==> src/rtl/ram_port_arbiter_pkg.sv <==
// Shared encodings for the data-RAM port arbiter: FSM states and requester owner ids.
package ram_port_arbiter_pkg;

  localparam logic [1:0] ARB_IDLE = 2'b00;
  localparam logic [1:0] ARB_CMD  = 2'b01;
  localparam logic [1:0] ARB_RSP  = 2'b10;

  localparam logic OWN_IFU = 1'b0;
  localparam logic OWN_LSU = 1'b1;

endpackage

==> src/rtl/ram_port_arbiter_rr2.sv <==
// Two-way round-robin pick: grant bit 0 = IFU, bit 1 = LSU; ties go to whoever did not own last.
module arb_rr2
  import ram_port_arbiter_pkg::*;
(
  input  logic [1:0] req_i,
  input  logic       last_i,
  output logic [1:0] grant_o
);

  // NOTE: grant_o gets a default before any branch so this block never infers a latch.
  always_comb begin
    grant_o = 2'b00;
    if (req_i == 2'b11) begin
      grant_o = (last_i == OWN_LSU) ? 2'b01 : 2'b10;
    end else begin
      grant_o = req_i;
    end
  end

endmodule

==> src/rtl/ram_port_arbiter.sv <==
// Shares the single data-RAM port between IFU and LSU: round-robin, one transaction in
// flight, and an LSU lock that holds the grant across a read-modify-write sequence.
module ram_port_arbiter
  import ram_port_arbiter_pkg::*;
#(
  parameter int unsigned AW        = 32,
  parameter int unsigned DW        = 32,
  parameter bit          LSU_FIRST = 1'b1
) (
  input  logic          clk,
  input  logic          rst,
  input  logic          ifu_req_valid,
  input  logic [AW-1:0] ifu_req_addr,
  output logic          ifu_req_ready,
  output logic          ifu_rsp_valid,
  output logic [DW-1:0] ifu_rsp_rdata,
  input  logic          lsu_req_valid,
  input  logic          lsu_req_wr,
  input  logic [AW-1:0] lsu_req_addr,
  input  logic [DW-1:0] lsu_req_wdata,
  input  logic          lsu_req_lock,
  output logic          lsu_req_ready,
  output logic          lsu_rsp_valid,
  output logic [DW-1:0] lsu_rsp_rdata,
  output logic          ram_valid,
  output logic          ram_wr,
  output logic [AW-1:0] ram_addr,
  output logic [DW-1:0] ram_wdata,
  input  logic          ram_ready,
  input  logic [DW-1:0] ram_rdata
);

  localparam logic LAST_RST = LSU_FIRST ? OWN_IFU : OWN_LSU;

  logic [1:0]    state_q, state_d;
  logic          owner_q, owner_d;
  logic          last_q;
  logic          lock_q, lock_d;
  logic          wr_q, wr_d;
  logic [AW-1:0] addr_q, addr_d;
  logic [DW-1:0] wdata_q, wdata_d;
  logic [1:0]    eligible;
  logic [1:0]    grant;
  logic          in_idle;
  logic          in_rsp;
  logic          accept;

  // A held lock makes the IFU ineligible so the LSU keeps the port for its RMW.
  assign eligible = {lsu_req_valid, ifu_req_valid & ~lock_q};

  arb_rr2 u_rr2 (
    .req_i   (eligible),
    .last_i  (last_q),
    .grant_o (grant)
  );

  assign in_idle = (state_q == ARB_IDLE);
  assign in_rsp  = (state_q == ARB_RSP);
  assign accept  = in_idle & (|grant);

  assign ifu_req_ready = in_idle & grant[0];
  assign lsu_req_ready = in_idle & grant[1];

  always_comb begin
    state_d = state_q;
    unique case (state_q)
      ARB_IDLE: if (accept)    state_d = ARB_CMD;
      ARB_CMD:  if (ram_ready) state_d = ARB_RSP;
      ARB_RSP:                 state_d = ARB_IDLE;
      default:                 state_d = ARB_IDLE;
    endcase
  end

  assign owner_d = grant[1] ? OWN_LSU : OWN_IFU;
  assign lock_d  = grant[1] & lsu_req_lock;
  assign wr_d    = grant[1] & lsu_req_wr;
  assign addr_d  = grant[1] ? lsu_req_addr : ifu_req_addr;
  assign wdata_d = grant[1] ? lsu_req_wdata : '0;

  // NOTE: sequential state uses non-blocking assignments so every register samples pre-edge values.
  always_ff @(posedge clk) begin
    if (rst) begin
      state_q <= ARB_IDLE;
      owner_q <= OWN_IFU;
      last_q  <= LAST_RST;
      lock_q  <= 1'b0;
      wr_q    <= 1'b0;
      addr_q  <= '0;
      wdata_q <= '0;
    end else begin
      state_q <= state_d;
      if (accept) begin
        owner_q <= owner_d;
        last_q  <= owner_d;
        lock_q  <= lock_d;
        wr_q    <= wr_d;
        addr_q  <= addr_d;
        wdata_q <= wdata_d;
      end
    end
  end

  // The command registers only load on accept, so the RAM sees a stable command while stalled.
  assign ram_valid = (state_q == ARB_CMD);
  assign ram_wr    = ram_valid & wr_q;
  assign ram_addr  = addr_q;
  assign ram_wdata = wdata_q;

  assign ifu_rsp_valid = in_rsp & (owner_q == OWN_IFU);
  assign lsu_rsp_valid = in_rsp & (owner_q == OWN_LSU);
  assign ifu_rsp_rdata = ifu_rsp_valid ? ram_rdata : '0;
  assign lsu_rsp_rdata = (lsu_rsp_valid & ~wr_q) ? ram_rdata : '0;

endmodule

==> config.mk <==
export PLATFORM = sky130hd
export DESIGN_NAME = ram_port_arbiter
export DESIGN_NICKNAME = d
export VERILOG_FILES = /design/src/rtl/ram_port_arbiter_pkg.sv /design/src/rtl/ram_port_arbiter_rr2.sv /design/src/rtl/ram_port_arbiter.sv
export SDC_FILE = /design/constraint.sdc
export NUM_CORES = 1
export LEC_CHECK = 0
export CAP_MARGIN = 20
export CORE_MARGIN = 4
export CORE_UTILIZATION = 34
export DETAILED_ROUTE_END_ITERATION = 16
export PLACE_DENSITY = 0.92
export SLEW_MARGIN = 25
export SYNTH_ARGS = -nofsm -noshare
export SYNTH_HDL_FRONTEND = slang
export SYNTH_SLANG_ARGS = --single-unit
export TNS_END_PERCENT = 10
==> constraint.sdc <==
create_clock -name clk -period 1.7 [get_ports clk]
set_clock_uncertainty 0.15 [all_clocks]
set_input_delay 0.34 -clock clk [delete_from_list [all_inputs] [get_ports clk]]
set_output_delay 0.34 -clock clk [all_outputs]
set_load 0.1 [all_outputs]
# --- Word-level counts from Yosys, hierarchy flattened ---
# Index checks and enable logic that the tools add are counted.
classes:
  n_eq_ne: 5
  muxes: 10
  bitwise: 13
  reduce_logical: 3
op_table:
  columns: ["cell", "n"]
  rows:
  - ["$mux 32", 4]
  - ["$and 1x1->1", 10]
  - ["$mux 2", 4]
  - ["$eq 2x2->1 const B", 2]
  - ["$ne 2x1->1 const B", 2]
  - ["$pmux 2 s2", 1]
  - ["$not 1->1", 3]
  - ["$eq 2x1->1 const B", 1]
  - ["$logic_not 2->1", 1]
  - ["$reduce_and 2->1", 1]
  - ["$reduce_or 2->1", 1]
  - ["$mux 1", 1]
word_totals:
  regBits: 69
  inputBits: 135
  wordCells: 37

# --- Depth between registers and ports, before layout ---
depth:
  depth_word: 8
  depth_mapped: 6
  depth_no_buf: 4

# --- Hierarchy ---
# From an unflattened synthesis, not the netlist that was laid out.
hier_totals:
  hier_cells: 393
  area_unflattened_um2: 3631.0
modules_own_cells:
  columns: ["mod", "instances", "cells_per_inst", "area_per_inst_um2", "seq_area_each_um2"]
  rows:
  - ["ram_port_arbiter", 1, 390, 3612.2, 1381.3]
  - ["arb_rr2", 1, 3, 18.8, 0.0]

# --- Worst setup path after synthesis ---
# OpenSTA, ideal clock, no wires.
synth_timing:
  kind: "reg-to-output"
  from: "register last_q (netlist name)"
  to: "output lsu_rsp_rdata[10]"
  arrival_time_ns: 2.951
  slack_ns: -1.741
  path_stages_with_launch: 6
  n_path_buf: 1
  cell_sequence: "dfxtp_1 -> inv_1 -> nor3b_2 -> and2b_1 -> clkbuf_2 -> and2_1"
synth_rtl:
  columns: ["item", "line_no", "source"]
  rows:
  - ["end, declared", "ram_port_arbiter.sv:24", "output logic [DW-1:0] lsu_rsp_rdata,"]

==> results by group <==
Outcome
  • Status: finished, violations left
  • Failing checks: negative setup slack

CTS
  • Clock Pin Slew Worst Setup and Hold Paths: 0.08 ns
  • Total CTS buffers: 9
  • H-Tree Depth: 3
  • CTS tree: done
  • Buffer count from post-CTS setup fixing: 0
  • CTS Sinks: 69
  • Maximum root-to-sink buffer count: 2
  • Root buf cell: clkbuf_8
  • Worst-Skew Late Latency: 0.33 ns
  • # hold bufs at CTS: 0

Logic synthesis
  • Yosys cell types: 30
  • Synth area leaders: dfxtp_1 (39%), and2_1 (12%), a211oi_2 (11%), a22oi_1 (7.3%), nor2_1 (7.3%)
  • Share of the synthesized area in the top cell type: 0.394
  • Synth Warn #: 0
  • Post-synthesis sequential area ratio: 0.394
  • Syn avg cell area: 9.05 um2
  • Netlist Area Pre-Place: 3510 um2
  • #FFs+latches synth: 69
  • Most area-hungry cell type in the Yosys netlist: dfxtp_1
  • Synthesized Nets: 523
  • Post-Syn Instances: 388

Global route
  • Initial antenna violation count: 1
  • Total grt overflow: 0
  • Gr usage total: 0.246
  • First-pass GRT wire length: 22600 um
  • Vias in the first global route: 4335
  • Largest net degree at the start of global routing: 41

Floorplanning
  • Initial Util: 0.354
  • Die X: 110 um
  • Core area: 9910 um2
  • Ports: 269
  • Number of core rows: 36
  • Die Ht: 110 um
  • Die ar.: 12000 um2

Placement
  • Port bufs: 268
  • Placed Cells incl. Taps: 776
  • Dpl cell area: 7860 um2
  • GP Congestion: 0.795
  • Place WS: -0.424 ns
  • HPWL Detailed: 12600 um

Timing
  • # setup viols final: 69
  • Worst Max-Slew Pin Slew: 0.531 ns
  • Hold WS: 0.180 ns
  • Max Fclk: 471 MHz
  • Post-layout minimum cycle time: 2.12 ns
  • Max-slew violation count: 0
  • RSZ-0062 raised after global routing: true
  • Rel. slew slack: 0.646
  • Setup ws final: -0.425 ns
  • Fin crit share: 1.25
  • Final hold vios: 0

Worst setup path
  • Crit path top cell by count: buf_12
  • CP max stage delay: 0.37 ns
  • Critical Path Sink Type: output pin
  • Register-to-register setup slack: 0.01 ns
  • Worst Setup Path Type: flop to output pin
  • WP data arrival: 1.63 ns
  • Worst r2r src: last_q
  • Crit path cell chain: inv_4 > nor3b_4 > and2b_2 > buf_12 > and2_4 > buf_12
  • CP Max Fanout: 32
  • CP top delay family: simple AND/OR/NAND/NOR gates
  • Slowest CP cell: dfxtp_4
  • Worst Path Required: 1.21 ns
  • Crit path buf inv count: 3
  • Crit start category: flop
  • Worst setup path start: last_q

Power and ir drop
  • Power density over cell area: 808 nW/um2
  • Sequential power share: 0.297
  • Switch share: 0.409
  • VDD IR max: 0.601 mV
  • Internal cell power: 3.87 mW
  • Comb power frac: 0.471
  • Switching power: 2.68 mW
  • Power share of the clock group: 0.232
  • Pleak: 3.19 nW
  • Total power: 6.55 mW

Finish
  • Most frequent cells in the layout: buf_12 (140), clkdlybuf4s50_1 (131), nor2_1 (67)
  • Commonest non-fill, non-tap cell in the layout: buf_12
  • Area grow syn2layout: 131%
  • Non-Filler Instances: 793
  • Fin area: 8100 um2
  • Nets: 789
  • Layout cells sized above 1: 0.416

Route
  • DRT Pass-1 Iters: 5
  • Final WL: 15400 um
  • DR iter-0 viols: 237
  • Total number of vias: 4041
  • Final ANT Viol Nets: 0
  • Post-route DRC: 0
  • Routed vias/inst: 5.10
  • Wirelength per Cell: 19.4 um

Flow run
  • Max_cap viols: 0

Min path
  • Hold crit path type: input port to flop
  • Worst min-delay path startpoint: rst
-- metal layers --
layer | wire, um | track usage | share of wire | up-vias
met5 | 0 | 0 | 0 | -
met3 | 1430 | 0.0740 | 0.093 | 48
met4 | 705 | 0.134 | 0.046 | 0
met2 | 8440 | 0.480 | 0.55 | 220
met1 | 4820 | 0.224 | 0.31 | 1894
li1 | - | - | - | 1879
-- area by class of cell --
class | count | area (um2)
Antenna cell | 1 | 2.50
Clock buffer | 11 | 141
Clock inverter | 5 | 82.6
Fill cell | 542 | 1810
Inverter | 1 | 6.26
Multi-Input combinational cell | 279 | 2020
Sequential cell | 69 | 1390
Tap cell | 133 | 166
Timing Repair Buffer | 294 | 4290
-- sequential cells by signal, indices dropped and copies added, names as in the netlist --
signal	count
wr_q	1
lock_q	1
ram_wdata	32
state_q	2
last_q	1
ram_addr	32
-- cells in the mapped netlist (all sizes together) --
cell,instances
a211oi,32
a21boi,32
a21oi,3
a22oi,34
and2,66
and2b,1
and3,1
and3b,1
buf,19
clkbuf,20
dfxtp,69
inv,1
nand2,1
nand2b,1
nand3b,1
nor2,68
nor2b,2
nor3,32
nor3b,2
o21a,1
o21ai,1
-- repair_timing --
item                       CTS  global route
setup endpoints to repair  110            95
pin swaps                    3             9
resized for setup            8             1
-- power groups by stage --
stage	combinational (mW)	sequential [mW]	clock, mW
floorplan	0.812	2.92	0
global placement	3.02	1.96	0
detailed placement	3.08	1.98	0
CTS	3.09	1.94	1.56
global route	3.19	1.96	1.62
finish	3.09	1.94	1.52
-- logic make-up after synthesis --
kind of cell,Yosys count,synth area share
AOI/OAI and AO/OA,103,0.261
DFF,69,0.394
and+or+nand+nor,176,0.276
buffers and inverters,40,0.0692
-- through the flow --
step	TNS [ns]	util
2_1_floorplan	-45.09	-
4_1_cts	-26.12	0.817
3_3_place_gp	-22.49	0.793
3_5_place_dp	-27.55	0.793
5_1_grt	-30.26	0.817
6_report	-24.07	0.817
-- worst paths after layout --
check	end	cells after the start
min reg2reg	ram_addr[20]	2
max reg2reg	ram_addr[4]	5
max	lsu_rsp_rdata[16]	6
min	ram_wdata[17]	2
No activity file was read; power rests on OpenSTA's default activity.
